--- src/rtl/exibe_sequencia_pkg.sv ---
// Shared constants for the MindFocus sequence presenter: state codes,
// LFSR geometry and sequence depth, plus the LED one-hot helper.
package exibe_sequencia_pkg;

  // State codes (also driven out on db_estado for the 7-segment debug display)
  localparam logic [3:0] ST_INICIAL = 4'd0;
  localparam logic [3:0] ST_GERA    = 4'd1;
  localparam logic [3:0] ST_ESPERA  = 4'd2;
  localparam logic [3:0] ST_ACENDE  = 4'd3;
  localparam logic [3:0] ST_APAGA   = 4'd4;
  localparam logic [3:0] ST_FIM     = 4'd5;

  // LFSR: 8 bits, feedback q[7]^q[5]^q[4]^q[3] shifted in at bit 0
  localparam int                LFSR_W    = 8;
  localparam logic [LFSR_W-1:0] LFSR_TAPS = 8'b1011_1000;

  // Sequence memory: 16 entries of 2 bits, addressed by 4-bit counters
  localparam int PROFUNDIDADE = 16;
  localparam int END_W        = 4;

  // One-hot LED pattern for a 2-bit sequence value
  function automatic logic [3:0] um_quente(input logic [1:0] v);
    return 4'b0001 << v;
  endfunction

endpackage

--- src/rtl/exibe_sequencia_lfsr8.sv ---
// Free-running 8-bit Fibonacci LFSR, left shift, reloaded with SEMENTE on reset.
module lfsr8
  import exibe_sequencia_pkg::*;
#(
  parameter logic [LFSR_W-1:0] SEMENTE = 8'hA5
) (
  input  logic              clock,
  input  logic              reset,
  output logic [LFSR_W-1:0] q
);

  logic [LFSR_W-1:0] r_q;
  logic              w_fb;

  assign w_fb = ^(r_q & LFSR_TAPS);
  assign q    = r_q;

  // Advance one step every cycle while out of reset
  always_ff @(posedge clock or negedge reset) begin
    if (!reset) begin
      r_q <= SEMENTE;
    end else begin
      r_q <= {r_q[LFSR_W-2:0], w_fb};
    end
  end

endmodule

--- src/rtl/exibe_sequencia.sv ---
// Sequence generator / presenter: fills a 16x2 memory from the LFSR, then
// plays the first rodada+1 entries on four one-hot LEDs with fixed timing.
module exibe_sequencia
  import exibe_sequencia_pkg::*;
#(
  parameter int          T_ON    = 500,
  parameter int          T_OFF   = 250,
  parameter logic [7:0]  SEMENTE = 8'hA5
) (
  input  logic             clock,
  input  logic             reset,
  input  logic             gerar,
  input  logic             iniciar,
  input  logic [END_W-1:0] rodada,
  input  logic [END_W-1:0] ler_endereco,
  output logic [1:0]       ler_dado,
  output logic [3:0]       leds,
  output logic             ocupado,
  output logic             valida,
  output logic             pronto,
  output logic [3:0]       db_estado
);

  localparam int MAX_T = (T_ON > T_OFF) ? T_ON : T_OFF;
  localparam int TW    = $clog2(MAX_T + 1);
  localparam logic [TW-1:0]    ON_ULT   = TW'(T_ON - 1);
  localparam logic [TW-1:0]    OFF_ULT  = TW'(T_OFF - 1);
  localparam logic [END_W-1:0] ADDR_ULT = END_W'(PROFUNDIDADE - 1);

  logic [3:0]       r_estado;
  logic [END_W-1:0] r_addr;
  logic [END_W-1:0] r_passo;
  logic [END_W-1:0] r_rodada;
  logic [TW-1:0]    r_timer;
  logic             r_valida;
  logic [1:0]       r_mem [PROFUNDIDADE];

  logic [LFSR_W-1:0] w_lfsr;
  logic              w_grava;
  logic              w_unused_lfsr;

  lfsr8 #(
    .SEMENTE (SEMENTE)
  ) u_lfsr (
    .clock (clock),
    .reset (reset),
    .q     (w_lfsr)
  );

  // Only the two low LFSR bits become sequence values
  assign w_unused_lfsr = ^w_lfsr[LFSR_W-1:2];

  assign w_grava = (r_estado == ST_GERA);

  // Sequence memory: cleared on reset, written one entry per cycle in GERA
  always_ff @(posedge clock or negedge reset) begin
    if (!reset) begin
      for (int i = 0; i < PROFUNDIDADE; i++) begin
        r_mem[i] <= 2'b00;
      end
    end else if (w_grava) begin
      r_mem[r_addr] <= w_lfsr[1:0];
    end
  end

  // Control FSM with step timer and address/step counters
  always_ff @(posedge clock or negedge reset) begin
    if (!reset) begin
      r_estado <= ST_INICIAL;
      r_addr   <= '0;
      r_passo  <= '0;
      r_rodada <= '0;
      r_timer  <= '0;
      r_valida <= 1'b0;
    end else begin
      case (r_estado)
        ST_INICIAL: begin
          if (gerar) begin
            r_estado <= ST_GERA;
            r_addr   <= '0;
          end
        end
        ST_GERA: begin
          r_addr <= r_addr + END_W'(1);
          if (r_addr == ADDR_ULT) begin
            r_estado <= ST_ESPERA;
            r_valida <= 1'b1;
          end
        end
        ST_ESPERA: begin
          // gerar takes priority over iniciar
          if (gerar) begin
            r_estado <= ST_GERA;
            r_addr   <= '0;
            r_valida <= 1'b0;
          end else if (iniciar) begin
            r_estado <= ST_ACENDE;
            r_passo  <= '0;
            r_timer  <= '0;
            r_rodada <= rodada;
          end
        end
        ST_ACENDE: begin
          if (r_timer == ON_ULT) begin
            r_estado <= ST_APAGA;
            r_timer  <= '0;
          end else begin
            r_timer <= r_timer + TW'(1);
          end
        end
        ST_APAGA: begin
          if (r_timer == OFF_ULT) begin
            r_timer <= '0;
            // Compare before increment so rodada=15 never wraps passo
            if (r_passo == r_rodada) begin
              r_estado <= ST_FIM;
            end else begin
              r_passo  <= r_passo + END_W'(1);
              r_estado <= ST_ACENDE;
            end
          end else begin
            r_timer <= r_timer + TW'(1);
          end
        end
        ST_FIM: begin
          r_estado <= ST_ESPERA;
        end
        default: begin
          r_estado <= ST_INICIAL;
        end
      endcase
    end
  end

  assign ler_dado  = r_mem[ler_endereco];
  assign leds      = (r_estado == ST_ACENDE) ? um_quente(r_mem[r_passo]) : 4'b0000;
  assign ocupado   = (r_estado == ST_GERA) || (r_estado == ST_ACENDE) || (r_estado == ST_APAGA);
  assign valida    = r_valida;
  assign pronto    = (r_estado == ST_FIM);
  assign db_estado = r_estado;

endmodule

--- config.mk ---
export PLATFORM = sky130hd
export DESIGN_NAME = exibe_sequencia
export DESIGN_NICKNAME = d
export VERILOG_FILES = /design/src/rtl/exibe_sequencia_pkg.sv /design/src/rtl/exibe_sequencia_lfsr8.sv /design/src/rtl/exibe_sequencia.sv
export SDC_FILE = /design/constraint.sdc
export NUM_CORES = 1
export LEC_CHECK = 0
export ABC_AREA = 1
export CORE_UTILIZATION = 45
export DETAILED_ROUTE_END_ITERATION = 8
export PLACE_DENSITY = 0.63
export SLEW_MARGIN = 10
export SYNTH_ARGS = -nofsm -noshare
export SYNTH_HDL_FRONTEND = slang
export SYNTH_HIERARCHICAL = 1
export SYNTH_SLANG_ARGS = --single-unit
--- constraint.sdc ---
create_clock -name clock -period 2.5 [get_ports clock]
set_input_delay 0.75 -clock clock [delete_from_list [all_inputs] [get_ports clock]]
set_output_delay 0.75 -clock clock [all_outputs]
set_load 0.02 [all_outputs]
==> metrics.yaml, run 1 <==
fmax_mhz: 407
grt_max_degree: 66
antenna_found_initial: 0
synth.area.top_cells: "dfrtp_1 41%, nand2_1 16%, nand3_1 6.6%, inv_1 6.5%, o21ai_0 5.8%"
synth_ff_type: "dfrtp_1"
wl_um: 9120
end_kind: "output pin"
htreeDepth: 3
cts_root_buffer: "clkbuf_8"
placed_area_um2: 4270
syn-num-nets: 534
path_class: "reg2out"
post-route-util_pct: 58.2
syn_to_final_growth_pct: 22.7
via_count: 3480
drt-pass1-iter-count: 5
netlist_area_um2: 3720
drtIter0Drc: 205
place_hpwl_um: 6790
p_total_mw: 2.19
pwr-share-comb_pct: 5.0
synth_common_cells: "160 x nand2_1, 64 x inv_1, 61 x dfrtp_1, 49 x nand3_1, 45 x nor2_1"
cts_made_buffers: 9
synth_cell_types: 30
min_path_type: "reg2reg"
run_status: "finished clean"
synthCells: 515
internal-power_mw: 1.72
power_switching_mw: 0.470
fin_tns_setup_ps: 0
worstSetupStartpointType: "flip-flop"
diodes: 0
async_flop_share_pct: 100
worst_slack_ps: 43.7
yosysTopAreaCellShare_pct: 41.0
numPortBuffers: 23
final_max_slew_viol_count: 0
gp_congestion: 0.940
ys_warn_count: 6
clk_latency_ps: 340
chipHeight_um: 93.0
die_area_um2: 8640
cts_buffer_depth: 2
power.leakage_nw: 2.24
cts_tree: "yes"
drcViolationCount: 0
post-route-period-util_pct: 98.3
cts_hold_repair.buffers: 0
p_clk_share_pct: 46.8
skew_ps: 15.0
cts.clk_slew.worst_paths_ps: 80
crit_fanout: 22
irDropWorstVdd_uv: 256
layout-drive-gt1-share_pct: 16.0
grt_remaining_overflow: 0
rows: 32
cp.arrival_ps: 1710
pin_count: 25
design_area_um2: 4570
wire_per_inst_um: 13.5
hold_viol: 0
synth-seq-cells: 65
pre_cts_ws_ps: -706
yosysSeqAreaShare_pct: 43.8
fin_nets: 589
drtAntennaViolNets: 0
cp.required_ps: 1750
drv_cap: 0
rsz0062_at_grt: "yes"
die_w_um: 93.0
vias_per_cell: 5.14
coreArea_um2: 7850
p_per_area_nw_per_um2: 479
post_synth.cell_area_avg_um2: 7.23
synth-edff-count: 0
swShare_pct: 21.5
setup_viol: 0
cts.sinks: 65
track_usage_pct: 23.7
seqPwrFrac_pct: 48.2
synth_top_area_cell: "dfrtp_1"
period_minus_slack_ps: 2460
initial_core_util_pct: 47.4
first_global_vias: 3271
yosysMostFrequentCell: "nand2_1"
grt_pass1_wl_um: 15900
==> layout make-up <==
cell class	count	area, um2
multi-input cells	368	1790
repair buffers	58	533
inverters	68	258
fillers	745	3280
clock buffers	12	155
well taps	102	128
clock inverters	4	75.1
flip-flops and latches	65	1630
==> worst paths after layout <==
check                                         start                    end  slack, ps  cells after the start
setup / recovery             r_passo[0]$_DFFE_PN0P_                leds[0]         40                      9
hold / removal                u_lfsr/q[6]$_DFF_PN0_  u_lfsr/q[7]$_DFF_PN1_        360                      0
setup reg to reg           db_estado[0]$_DFFE_PN0P_   r_mem[0]$_DFFE_PN0P_        900                      9
hold reg to reg               u_lfsr/q[6]$_DFF_PN0_  u_lfsr/q[7]$_DFF_PN1_        360                      0
max in group asynchronous                     reset  u_lfsr/q[7]$_DFF_PN1_       1770                      2
min in group asynchronous                     reset  r_mem[13]$_DFFE_PN0P_        400                      2
==> routing by layer <==
layer | up-vias | share of wire, % | track usage [%]
li1 | 1748 | - | -
met3 | 14 | 6.2 | 4.76
met1 | 1598 | 49 | 35.2
met5 | - | 0 | 0
met4 | 0 | 2.1 | 7.56
met2 | 120 | 43 | 34.4
==> registers in the layout, indices dropped and copies added, names as in the netlist <==
signal	cells
r_passo	4
u_lfsr/q	8
r_mem	32
valida	1
r_rodada	4
db_estado	3
r_timer	9
r_addr	4
==> per-stage QoR <==
step                      hold slack [ps]  std cells
after floorplan                       333        515
after global placement                337        658
after detailed placement              343        658
after CTS                             360        675
after global routing                  366        677
final                                 358        677
==> power by group through the flow <==
stage	clock, mW	combinational (mW)	sequential [mW]
floorplan	0	0.0407	1.08
global placement	0	0.100	1.08
detailed placement	0	0.102	1.08
CTS	1.04	0.108	1.06
global route	1.10	0.123	1.06
finish	1.02	0.110	1.06
==> logic make-up after synthesis <==
kind of cell               synth area share, %
and+or+nand+nor                           31.0
buffers and inverters                     8.77
AOI/OAI and AO/OA                         10.9
DFF                                       43.8
xor gates and xnor gates                  3.06
adders and majority gates                 2.35
other                                    0.101
==> cells in the final DEF (no fill, tap or decap), types with 3 or more instances in the layout <==
| cell type | instances |
|---|---|
| nor2_2 | 4 |
| buf_2 | 3 |
| nand4_1 | 7 |
| nand2_1 | 156 |
| o211ai_1 | 10 |
| ha_1 | 7 |
| buf_12 | 3 |
| buf_4 | 32 |
| inv_2 | 8 |
| nand2_2 | 6 |
| xor2_1 | 11 |
| clkdlybuf4s50_1 | 11 |
| buf_6 | 4 |
| clkbuf_8 | 11 |
| inv_1 | 59 |
| dfstp_2 | 4 |
| o21ai_0 | 36 |
| o22ai_1 | 3 |
| a21oi_1 | 14 |
| o21ai_1 | 9 |
| nor2_1 | 43 |
| dfrtp_1 | 59 |
| nand3_1 | 49 |
==> timing repair <==
item                                    CTS  global route
endpoints found under the setup margin    7             7
buffers inserted                          0             1
gates cloned                              1             1
gates resized for setup                  44            27
pin swaps                                 2             6
==> critical path, cell delays in order (launching register included) <==
cell and delay (ps):
dfrtp_2 450, buf_12 170, nand2_1 60, nand2_1 50, nor2_1 120, nor2_2 70, nand2_2 70, nand3_1 110
nor2_1 130, buf_4 150
(Power assumes the default switching activity.)
==> run 2, diff against run 1 <==
- CTS_CLUSTER_DIAMETER: default -> 200
- RECOVER_POWER: default -> 25
==> run 2 against run 1 <==
Compared with the run above:
- the run now ends with capacitance limit, slew limit left
- first-iteration DRC count did not move
- setup slack worse by 2.6 ps
- total power is essentially flat
- flip-flop and latch count stayed put
- largest cell class unchanged
- largest power group unchanged
==> metrics.yaml, run 2 (synthesis gave the netlist of run 1 again) <==
seqPwrFrac_pct: 48.2
cts_hold_repair.buffers: 0
final_max_slew_viol_count: 66
fmax_mhz: 407
multiInputGateArea_um2: 1790
cts_root_buffer: "clkbuf_8"
slew_headroom_pct: -5.21
drt-pass1-iter-count: 6
grt_max_degree: 66
die_w_um: 93.0
coreArea_um2: 7850
die_area_um2: 8640
path_class: "reg2out"
tightest_slew_ps: 1580
crit_fanout: 22
layout-drive-gt1-share_pct: 15.7
p_per_area_nw_per_um2: 481
place_hpwl_um: 6790
dp.cells: 658
cts.clk_slew.worst_paths_ps: 80
internal-power_mw: 1.72
htreeDepth: 3
worst_slack_ps: 41.1
drcViolationCount: 0
post-route-period-util_pct: 98.4
pre_cts_ws_ps: -706
placed_area_um2: 4270
antenna_found_initial: 0
run_status: "complete, but fails checks"
via_count: 3458
cts_tree: "yes"
diodes: 0
pwr-share-comb_pct: 4.9
instances_no_fill: 677
drtAntennaViolNets: 0
grt_pass1_wl_um: 15900
final_common_cell: "nand2_1"
p_total_mw: 2.19
fin_tns_setup_ps: 0
chipHeight_um: 93.0
first_global_vias: 3271
skew_ps: 16.2
fin_nets: 589
power_switching_mw: 0.473
cp.arrival_ps: 1710
n_fill_cell: 747
largest_register_ffs: 32
numPortBuffers: 23
pin_count: 25
clk_latency_ps: 340
grt_remaining_overflow: 0
end_kind: "output pin"
syn_to_final_growth_pct: 22.3
period_minus_slack_ps: 2460
min_path_type: "reg2reg"
hold_viol: 0
drv_cap: 1
swShare_pct: 21.6
final-seq-area_um2: 1630
cts_buffer_depth: 2
mostFrequentLayoutCells: "156 x nand2_1, 59 x inv_1, 59 x dfrtp_1, 49 x nand3_1, 43 x nor2_1"
cp.required_ps: 1750
irDropWorstVdd_uv: 256
cts.sinks: 65
track_usage_pct: 23.7
rsz0062_at_grt: "yes"
p_clk_share_pct: 46.9
design_area_um2: 4560
rows: 32
regMostFlops: "r_mem"
cts_made_buffers: 9
wl_um: 9110
wire_per_inst_um: 13.5
vias_per_cell: 5.11
setup_viol: 0
gp_congestion: 0.940
drtIter0Drc: 205
power.leakage_nw: 2.24
initial_core_util_pct: 47.4
worstSetupStartpointType: "flip-flop"
failed_checks: "capacitance limit, slew limit"
## run 2: power by group through the flow
stage / clock [mW] / combinational, mW / sequential [mW]
after detailed placement: 0 / 0.102 / 1.08
after floorplan: 0 / 0.0407 / 1.08
after global routing: 1.10 / 0.119 / 1.06
after CTS: 1.04 / 0.108 / 1.06
final: 1.03 / 0.107 / 1.06
after global placement: 0 / 0.100 / 1.08
## run 2: final timing paths
path / start / end / slack, ps / cells past startpoint
max in group asynchronous: reset / r_passo[0]$_DFFE_PN0P_ / 560 / 2
worst max register to register: db_estado[0]$_DFFE_PN0P_ / r_mem[0]$_DFFE_PN0P_ / 900 / 9
worst max-delay path: r_passo[0]$_DFFE_PN0P_ / leds[0] / 40 / 9
worst min-delay path: u_lfsr/q[6]$_DFF_PN0_ / u_lfsr/q[7]$_DFF_PN1_ / 360 / 0
min in group asynchronous: reset / r_mem[13]$_DFFE_PN0P_ / 880 / 2
worst min register to register: u_lfsr/q[6]$_DFF_PN0_ / u_lfsr/q[7]$_DFF_PN1_ / 360 / 0
## run 2: through the flow
stage	hold WS (ps)	util (%)
after floorplan	333	-
after global placement	337	54.4
after detailed placement	343	54.4
after CTS	360	57.6
after global routing	366	58.1
final	358	58.1
## run 2: what timing repair did
action,4_1_cts,5_1_grt
gates cloned,1,1
buffers inserted,0,1
setup endpoints to repair,7,7
pin swaps,2,6
resized for setup,44,27
hold endpoints to repair,0,0
## run 2: critical path, stage by stage, from the launching register on
cell	delay [ps]
dfrtp_2	450
buf_12	170
nand2_1	60
nand2_1	50
nor2_1	120
nor2_2	70
nand2_2	70
nand3_1	110
nor2_1	130
buf_4	150
## run 2: metal layers
layer	track usage (%)	routed length, um
met1	35.2	4500
met2	34.4	3850
met3	4.76	570
met4	7.56	191
met5	0	0
## run 2: final cells by class
class | instances | share of cell area [%]
repair buffers | 58 | 11.4
well taps | 102 | 2.80
flip-flops and latches | 65 | 35.9
clock inverters | 4 | 1.65
clock buffers | 12 | 3.41
multi-input cells | 368 | 39.2
inverters | 68 | 5.66
==> run 3, diff against run 2 <==
- CORE_UTILIZATION: 45 -> 40
- GPL_TIMING_DRIVEN: default -> 0
- MAX_ROUTING_LAYER: default -> met4
- PLACE_DENSITY: 0.63 -> 0.57
==> run 3 against run 2 <==
Compared with the run above:
- the flow finishes with violations (setup timing)
- clock power down 4%
- cell count shrank 0.44%
- flip-flop and latch count did not move
- via count is 0.26% lower
- routed wire length increased by 6.7%
- critical path depth is 3 higher
- setup slack got worse by 100 ps
- sequential share of layout area grew 0.70 points
- clock skew shrank 3.8 ps
- total power shrank 2.0%
- critical path type unchanged
- largest cell class unchanged
==> metrics.yaml, run 3 (synthesis gave the netlist of run 1 again) <==
skew_ps: 12.4
p_per_area_nw_per_um2: 479
instances_no_fill: 674
cts_tree: "yes"
hold_viol: 0
fmax_mhz: 390
chipHeight_um: 98.5
failed_checks: "setup timing"
place_hpwl_um: 7030
die_w_um: 98.5
cts.clk_slew.worst_paths_ps: 70
path_class: "reg2out"
cp.required_ps: 1750
first_global_vias: 3213
slew_headroom_pct: 23.2
multiInputGateArea_um2: 1800
r2r_start: "db_estado[1]$_DFFE_PN0P_"
die_area_um2: 9700
period_minus_slack_ps: 2560
cts_buffer_depth: 2
layout-drive-gt1-share_pct: 14.0
largest_register_ffs: 32
wire_per_inst_um: 14.4
setup_viol: 4
timing.hold.ws_ps: 361
gp_congestion: 0.877
vias_per_cell: 5.12
drtIter0Drc: 227
final_max_slew_viol_count: 0
syn_to_final_growth_pct: 20.2
diodes: 0
drv_cap: 0
p_total_mw: 2.15
drtAntennaViolNets: 0
placed_area_um2: 4100
regMostFlops: "r_mem"
wl_um: 9720
numPortBuffers: 22
final-seq-area_um2: 1640
min_path_type: "reg2reg"
track_usage_pct: 22.1
initial_core_util_pct: 42.1
rsz0062_at_grt: "yes"
drt-pass1-iter-count: 6
run_status: "complete, but fails checks"
min_from: "u_lfsr/q[6]$_DFF_PN0_"
pin_count: 25
design_area_um2: 4480
worstSetupStartpointType: "flip-flop"
htreeDepth: 3
n_fill_cell: 879
rows: 34
clk_latency_ps: 340
fin_nets: 581
worst_slack_ps: -63.6
antenna_found_initial: 0
tightest_slew_ps: 1150
post-route-period-util_pct: 103
power.leakage_nw: 2.16
grt_remaining_overflow: 0
cp.arrival_ps: 1810
cts_root_buffer: "clkbuf_8"
grt_max_degree: 53
final_common_cell: "nand2_1"
mostFrequentLayoutCells: "158 x nand2_1, 61 x inv_1, 57 x dfrtp_1, 47 x nand3_1, 42 x nor2_1"
end_kind: "output pin"
crit_fanout: 6
grt_pass1_wl_um: 16000
via_count: 3449
irDropWorstVdd_uv: 261
cp-startpoint: "r_passo[0]$_DFFE_PN0P_"
coreArea_um2: 8850
cts_made_buffers: 9
dp.cells: 646
cts.sinks: 65
drcViolationCount: 0
==> run 3: where the power goes <==
part / total [mW] / internal, mW / switching, mW / leakage [nW]
logic: 0.104 / 0.0404 / 0.0635 / 1.23
clock network: 0.986 / 0.583 / 0.403 / 0.106
registers: 1.06 / 1.05 / 0.00168 / 0.824
total: 2.15 / 1.68 / 0.468 / 2.16
==> run 3: layout make-up <==
| type | instances | share of cell area [%] |
|---|---|---|
| multi-input combinational | 368 | 40.3 |
| buffer | 14 | 2.91 |
| clock inverter | 3 | 1.45 |
| timing repair buffer | 36 | 6.68 |
| clock buffer | 12 | 3.24 |
| sequential | 65 | 36.6 |
| tap | 108 | 3.02 |
| inverter | 68 | 5.84 |
==> run 3: worst paths after layout <==
check                                                end  slack, ps  depth (start not counted)
worst max-delay path                             leds[3]        -60                         12
worst min-delay path               u_lfsr/q[7]$_DFF_PN1_        360                          0
worst max register to register      r_mem[0]$_DFFE_PN0P_        790                          9
worst min register to register     u_lfsr/q[7]$_DFF_PN1_        360                          0
max in group asynchronous       db_estado[1]$_DFFE_PN0P_        320                          2
min in group asynchronous          r_mem[22]$_DFFE_PN0P_        470                          1
==> run 3: worst max-delay path, cell delays in order, from the launching register on <==
cell and delay, ps:
dfrtp_1 400, buf_6 140, inv_4 60, buf_6 120, nand2_2 50, nand3_2 70
nand2_1 50, nor2_1 100, nand2_1 110, nand2_1 80, nand2_1 60, nor2_1 90
buf_4 150
==> run 3: metrics by stage <==
| step | setup slack, ps | TNS (ps) | utilization (%) |
|---|---|---|---|
| after floorplan | 190 | 0 | - |
| after global placement | -1610 | -104660 | 46.1 |
| after detailed placement | -994 | -3400 | 46.4 |
| after CTS | -79.5 | -190 | 50.5 |
| after global routing | -227 | -967 | 50.6 |
| final | -63.6 | -196 | 50.6 |
==> run 3: timing repair <==
| item | in CTS | in global routing |
|---|---|---|
| buffers inserted | 9 | 2 |
| pin swaps | 8 | 15 |
| endpoints found under the setup margin | 8 | 6 |
| gates resized for setup | 74 | 8 |
| cloned | 2 | 0 |
| hold buffers | 0 | 0 |
==> run 3: per-layer routing <==
metal,share of wire [%],vias to the layer above,global-route usage [%]
li1,-,1740,-
met1,50,1564,30.4
met2,41,119,31.0
met3,5.8,26,4.96
met4,2.8,0,10.3
met5,0,-,-
